[src/rtl/ccff_pkg.sv]
// ccff_pkg: shared FSM states and default sizes for the configuration-chain loader.
package ccff_pkg;
    typedef enum logic [2:0] {IDLE, LOAD, FLUSH, PROBE, DONE} state_t;
    localparam int WORD_W_DEF    = 8;
    localparam int CHAIN_LEN_DEF = 48;
    localparam int LEN_W_DEF     = 8;
endpackage

[src/rtl/ccff_word_serializer.sv]
// ccff_word_serializer: holds one bitstream word and hands it out MSB-first, one bit per cycle.
module ccff_word_serializer #(
    parameter int WORD_W = 8
) (
    input  logic              prog_clk,
    input  logic              pReset,
    input  logic              clr_i,
    input  logic              act_i,
    input  logic              fin_i,
    input  logic [WORD_W-1:0] data_i,
    input  logic              valid_i,
    output logic              ready_o,
    output logic              shift_o,
    output logic              msb_o
);
    localparam int RW = $clog2(WORD_W + 1);
    logic [WORD_W-1:0] word_q, word_d;
    logic [RW-1:0]     rem_q, rem_d;
    logic              acc;
    // A word may land while its predecessor's last bit leaves, unless that bit ends the chain.
    always_comb begin
        shift_o = act_i && rem_q != '0;
        ready_o = act_i && (rem_q == '0 || (rem_q == RW'(1) && !fin_i));
        acc     = valid_i && ready_o;
        word_d  = acc ? data_i : shift_o ? word_q << 1 : word_q;
        rem_d   = clr_i ? '0 : acc ? RW'(WORD_W) : shift_o ? rem_q - RW'(1) : rem_q;
    end
    assign msb_o = word_q[WORD_W-1];
    always_ff @(posedge prog_clk) begin
        if (pReset) begin
            word_q <= '0;
            rem_q  <= '0;
        end else begin
            word_q <= word_d;
            rem_q  <= rem_d;
        end
    end
endmodule

[src/rtl/ccff_chain_loader.sv]
// ccff_chain_loader: drives the serial config chain with a bitstream, or probes its length.
module ccff_chain_loader
    import ccff_pkg::*;
#(
    parameter int WORD_W    = WORD_W_DEF,
    parameter int CHAIN_LEN = CHAIN_LEN_DEF,
    parameter int LEN_W     = LEN_W_DEF
) (
    input  logic              prog_clk,
    input  logic              pReset,
    input  logic              start,
    input  logic              probe,
    input  logic [WORD_W-1:0] cfg_data,
    input  logic              cfg_valid,
    output logic              cfg_ready,
    input  logic              ccff_tail,
    output logic              ccff_head,
    output logic              config_enable,
    output logic              busy,
    output logic              done,
    output logic              error,
    output logic [LEN_W-1:0]  probe_len
);
    localparam logic [LEN_W-1:0] LEN  = LEN_W'(CHAIN_LEN);
    localparam logic [LEN_W-1:0] LAST = LEN_W'(CHAIN_LEN - 1);
    localparam logic [LEN_W-1:0] TMO  = LEN_W'(2 * CHAIN_LEN);

    state_t           state_q, state_d;
    logic [LEN_W-1:0] cnt_q, cnt_d, len_q, len_d;
    logic             head_q, head_d, en_q, en_d, err_q, err_d;
    logic             shift, msb;

    ccff_word_serializer #(.WORD_W(WORD_W)) u_ser (
        .prog_clk(prog_clk),
        .pReset(pReset),
        .clr_i(state_q == IDLE),
        .act_i(state_q == LOAD),
        .fin_i(cnt_q == LAST),
        .data_i(cfg_data),
        .valid_i(cfg_valid),
        .ready_o(cfg_ready),
        .shift_o(shift),
        .msb_o(msb)
    );

    // In PROBE, cnt starts at all-ones so it reads 1 once the launched 1 sits in the first flop.
    always_comb begin
        state_d = state_q;
        cnt_d   = cnt_q;
        len_d   = len_q;
        err_d   = err_q;
        head_d  = head_q;
        en_d    = 1'b0;
        case (state_q)
            IDLE: if (start) begin
                state_d = probe ? FLUSH : LOAD;
                cnt_d   = '0;
                err_d   = 1'b0;
            end
            LOAD: begin
                en_d    = shift;
                head_d  = shift ? msb : head_q;
                cnt_d   = cnt_q + LEN_W'(shift);
                state_d = shift && cnt_q == LAST ? DONE : LOAD;
            end
            FLUSH: begin
                en_d   = 1'b1;
                head_d = 1'b0;
                cnt_d  = cnt_q == LAST ? '1 : cnt_q + LEN_W'(1);
                err_d  = err_q || ccff_tail;
                state_d = cnt_q == LAST ? PROBE : FLUSH;
            end
            PROBE: begin
                en_d   = 1'b1;
                head_d = cnt_q == '1;
                cnt_d  = cnt_q + LEN_W'(1);
                if (ccff_tail) begin
                    len_d   = cnt_q;
                    err_d   = cnt_q != LEN;
                    state_d = DONE;
                end else if (cnt_q == TMO) begin
                    len_d   = '1;
                    err_d   = 1'b1;
                    state_d = DONE;
                end
            end
            DONE:    state_d = IDLE;
            default: state_d = IDLE;
        endcase
    end

    always_ff @(posedge prog_clk) begin
        if (pReset) begin
            state_q <= IDLE;
            cnt_q   <= '0;
            len_q   <= '0;
            head_q  <= 1'b0;
            en_q    <= 1'b0;
            err_q   <= 1'b0;
        end else begin
            state_q <= state_d;
            cnt_q   <= cnt_d;
            len_q   <= len_d;
            head_q  <= head_d;
            en_q    <= en_d;
            err_q   <= err_d;
        end
    end

    assign ccff_head     = head_q;
    assign config_enable = en_q;
    assign busy          = state_q != IDLE;
    assign done          = state_q == DONE;
    assign error         = err_q;
    assign probe_len     = len_q;
endmodule

[config.mk]
export PLATFORM = sky130hd
export DESIGN_NAME = ccff_chain_loader
export DESIGN_NICKNAME = d
export VERILOG_FILES = /design/src/rtl/ccff_pkg.sv /design/src/rtl/ccff_word_serializer.sv /design/src/rtl/ccff_chain_loader.sv
export SDC_FILE = /design/constraint.sdc
export NUM_CORES = 1
export LEC_CHECK = 0
export ABC_AREA = 1
export CAP_MARGIN = 20
export CELL_PAD_IN_SITES_DETAIL_PLACEMENT = 0
export CELL_PAD_IN_SITES_GLOBAL_PLACEMENT = 2
export CORE_MARGIN = 1.5
export CORE_UTILIZATION = 33
export DETAILED_ROUTE_END_ITERATION = 8
export GPL_ROUTABILITY_DRIVEN = 1
export HOLD_SLACK_MARGIN = 0.15
export PLACE_DENSITY_LB_ADDON = 0.1
export SYNTH_ARGS = -nofsm -noshare
export SYNTH_HDL_FRONTEND = slang
export SYNTH_SLANG_ARGS = --single-unit
export TNS_END_PERCENT = 20
[constraint.sdc]
create_clock -name prog_clk -period 6.05 [get_ports prog_clk]
set_input_delay 1.21 -clock prog_clk [delete_from_list [all_inputs] [get_ports prog_clk]]
set_output_delay 1.21 -clock prog_clk [all_outputs]
set_load 0.005 [all_outputs]
==> metrics <==
crit path launch type=flip-flop; Final Hold Viols=0; Hold WS=0.447 ns; Flop pwr share=0.480; DP Worst Slack=between 2 and 3 ns; Die X=roughly 83 um; cell area after layout=between 2000 and 3000 sq um; status=finished clean; leak pwr=around 1.1 nW; layout cells sized above 1=0.115; Sequential Area=681 sq um; vias per cell=between 4 and 5; Setup CP Type=reg -> out; NumNets Final=360; clock latency on the worst-skew pair=0.28 ns; PnR worst setup slack=roughly 2.9 ns; global-route wire length before repair=approximately 9400 um; CP Max Fanout=4; placed instance area=approximately 2400 sq um; number of port buffers=27; RSZ-0062 raised after global routing=no; worst min path class=reg -> reg; Worst VDD drop=around 0.09 mV; drt first pass iters=4; Clock power frac=0.360; Data required, critical path=a little under 5 ns; Syn Area/Cell=roughly 6.8 sq um; Mapped Nets=335; CTS tree=yes; sw frac=0.280; Achievable Freq=approximately 310 MHz; Ant. Diodes=0; num rows=29; initial antenna violation count=0; die area=just under 7000 sq um; Int Pwr=approximately 0.00036 W; Clock transition at path regs=approximately 0.070 ns; Clock Skews=~0.0085 ns; setup_tns=0 ns; Max Cap Viol=0; Chip Height=83.2 um; drt total wl=about 5200 um; logic gate share of total power=0.160; hold path cells=2; largest net degree at the start of global routing=25; Max Root-Sink Buffers=2; area of the multi-input gates=roughly 1100 sq um; # IOs=28; via count=1,989; synth unique cells=32; synthesized flop and latch total=34; Final period util=0.526; wire length per cell=approximately 13 um; effective utilization at floorplan=0.338; # clock sinks=34; clock buffer count from CTS=5; switching power=between 0.0001 and 0.00015 W; Power Dens Cells=between 150 and 200 nW/um^2; worst-case reg-to-reg path depth=14; Finish-stage setup viols=0; htree depth=2; Resized cells post-CTS=0; CP Capture Type=output pin; sequential fraction of the synthesis area=0.321; HPWL after detailed placement=around 3800 um; Post-CTS Hold Fix Bufs=0; worst-margin pin slew=slightly above 0.8 ns; Tot Pwr=between 0.0004 and 0.0005 W; DRT iter0 DRCs=between 150 and 200; min Tclk post-route=around 3.2 ns; Synth Instances=between 300 and 400; postcts setup bufs=0; Tot GR Track Use=0.166; core area=roughly 6300 sq um; Slew headroom=0.452; routability cong.=approximately 0.81; vias in the first global route=between 1,500 and 2,000; # DRC=0; fill cell count=between 600 and 700; fin. max-slew vios=0; Area Overhead vs Synth=18.6%; Syn. warnings=0; CP arrival=1.97 ns; Overflow after GRT=0; CTS root buf=clkbuf_8; Netlist Area Pre-Place=2120 sq um; DRT antenna net count=0
==> state kept, by name (all words and copies together), names as in the netlist <==
name,flops
u_ser.rem_q,4
state_q,3
cnt_q,8
config_enable,1
ccff_head,1
probe_len,8
u_ser.word_q,8
error,1
==> stage by stage <==
step,std cells,util
2_1_floorplan,314,-
4_1_cts,417,0.401
5_1_grt,417,0.401
3_5_place_dp,409,0.386
3_3_place_gp,409,0.386
6_report,417,0.401
==> cell type report <==
cell class	count	share of cell area
clock inverter	1	0.00199
timing repair buffer	27	0.107
sequential	34	0.270
multi-input combinational	209	0.454
inverter	62	0.0934
tap	77	0.0383
clock buffer	7	0.0343
==> synthesized netlist by cell type, drive strengths merged <==
| cell | count | area (sq um) |
|---|---|---|
| o31ai | 2 | 20.0 |
| xor2 | 4 | 35.0 |
| nor2 | 35 | 185 |
| buf | 8 | 60.1 |
| nor3 | 3 | 20.0 |
| o21ai | 20 | 100 |
| a22oi | 4 | 30.0 |
| or2 | 1 | 6.26 |
| clkbuf | 1 | 3.75 |
| nand4 | 9 | 56.3 |
| nand3 | 25 | 155 |
| o211ai | 5 | 37.5 |
| a31oi | 3 | 18.8 |
| dfxtp | 34 | 681 |
| ha | 7 | 87.6 |
| nand2 | 71 | 292 |
| a21oi | 20 | 100 |
| inv | 62 | 235 |
==> layout by cell type (no fill, tap or decap), types with 2 or more instances in the layout <==
master           netlist  routed
nand2_1               65      65
inv_1                 55      55
dfxtp_1               34      34
clkdlybuf4s50_1        0      27
nand3_1               22      22
nor2_1                21      21
a21oi_1               20      20
o21ai_0               19      19
nor2_2                12      12
nand4_1                9       9
ha_1                   7       7
inv_2                  6       6
clkbuf_8               0       6
o211ai_1               5       5
nand2_2                4       4
a22oi_1                4       4
xor2_1                 4       4
a31oi_1                3       3
nand3_4                2       2
nand2_4                2       2
nor3_1                 2       2
==> logic make-up (layout without fill, tap and decap cells) <==
logic type	count (synthesis)	in the layout	share of synthesized area
AO/OA/AOI/OAI	54	54	0.144
XOR/XNOR	4	4	0.0165
AND/OR/NAND/NOR	144	144	0.336
adder cells (fa/ha/maj)	7	7	0.0412
buffers and inverters	71	97	0.141
flip-flops	34	34	0.321
==> worst paths after layout <==
kind,from,slack [ns],to
max,u_ser.rem_q[0],2.87,cfg_ready
min,probe_len[2],0.45,probe_len[2]
max reg2reg,u_ser.rem_q[0],3.78,cnt_q[4]
min reg2reg,probe_len[2],0.45,probe_len[2]
==> power by group through the flow <==
| stage | clock [W] | sequential (W) | combinational (W) |
|---|---|---|---|
| 2_1_floorplan | 0 | 0.000242 | 0.0000497 |
| 3_3_place_gp | 0 | 0.000243 | 0.0000813 |
| 3_5_place_dp | 0 | 0.000243 | 0.0000804 |
| 4_1_cts | 0.000189 | 0.000238 | 0.0000810 |
| 5_1_grt | 0.000199 | 0.000239 | 0.0000891 |
| 6_report | 0.000178 | 0.000238 | 0.0000790 |
==> critical path, stage by stage, from the launching register on <==
cell,delay [ns]
dfxtp_1,0.33
inv_1,0.12
ha_1,0.16
inv_1,0.07
nor2_4,0.18
inv_1,0.10
a21oi_1,0.19
clkdlybuf4s50_1,0.53
==> metal layers <==
layer	wire, um	up-vias	global-route usage
met4	45	0	0.0364
met3	206	4	0.0298
met1	2520	878	0.221
met5	0	-	0
li1	-	1054	-
met2	2470	53	0.281
Note: power is estimated with default switching activity, not from simulation.
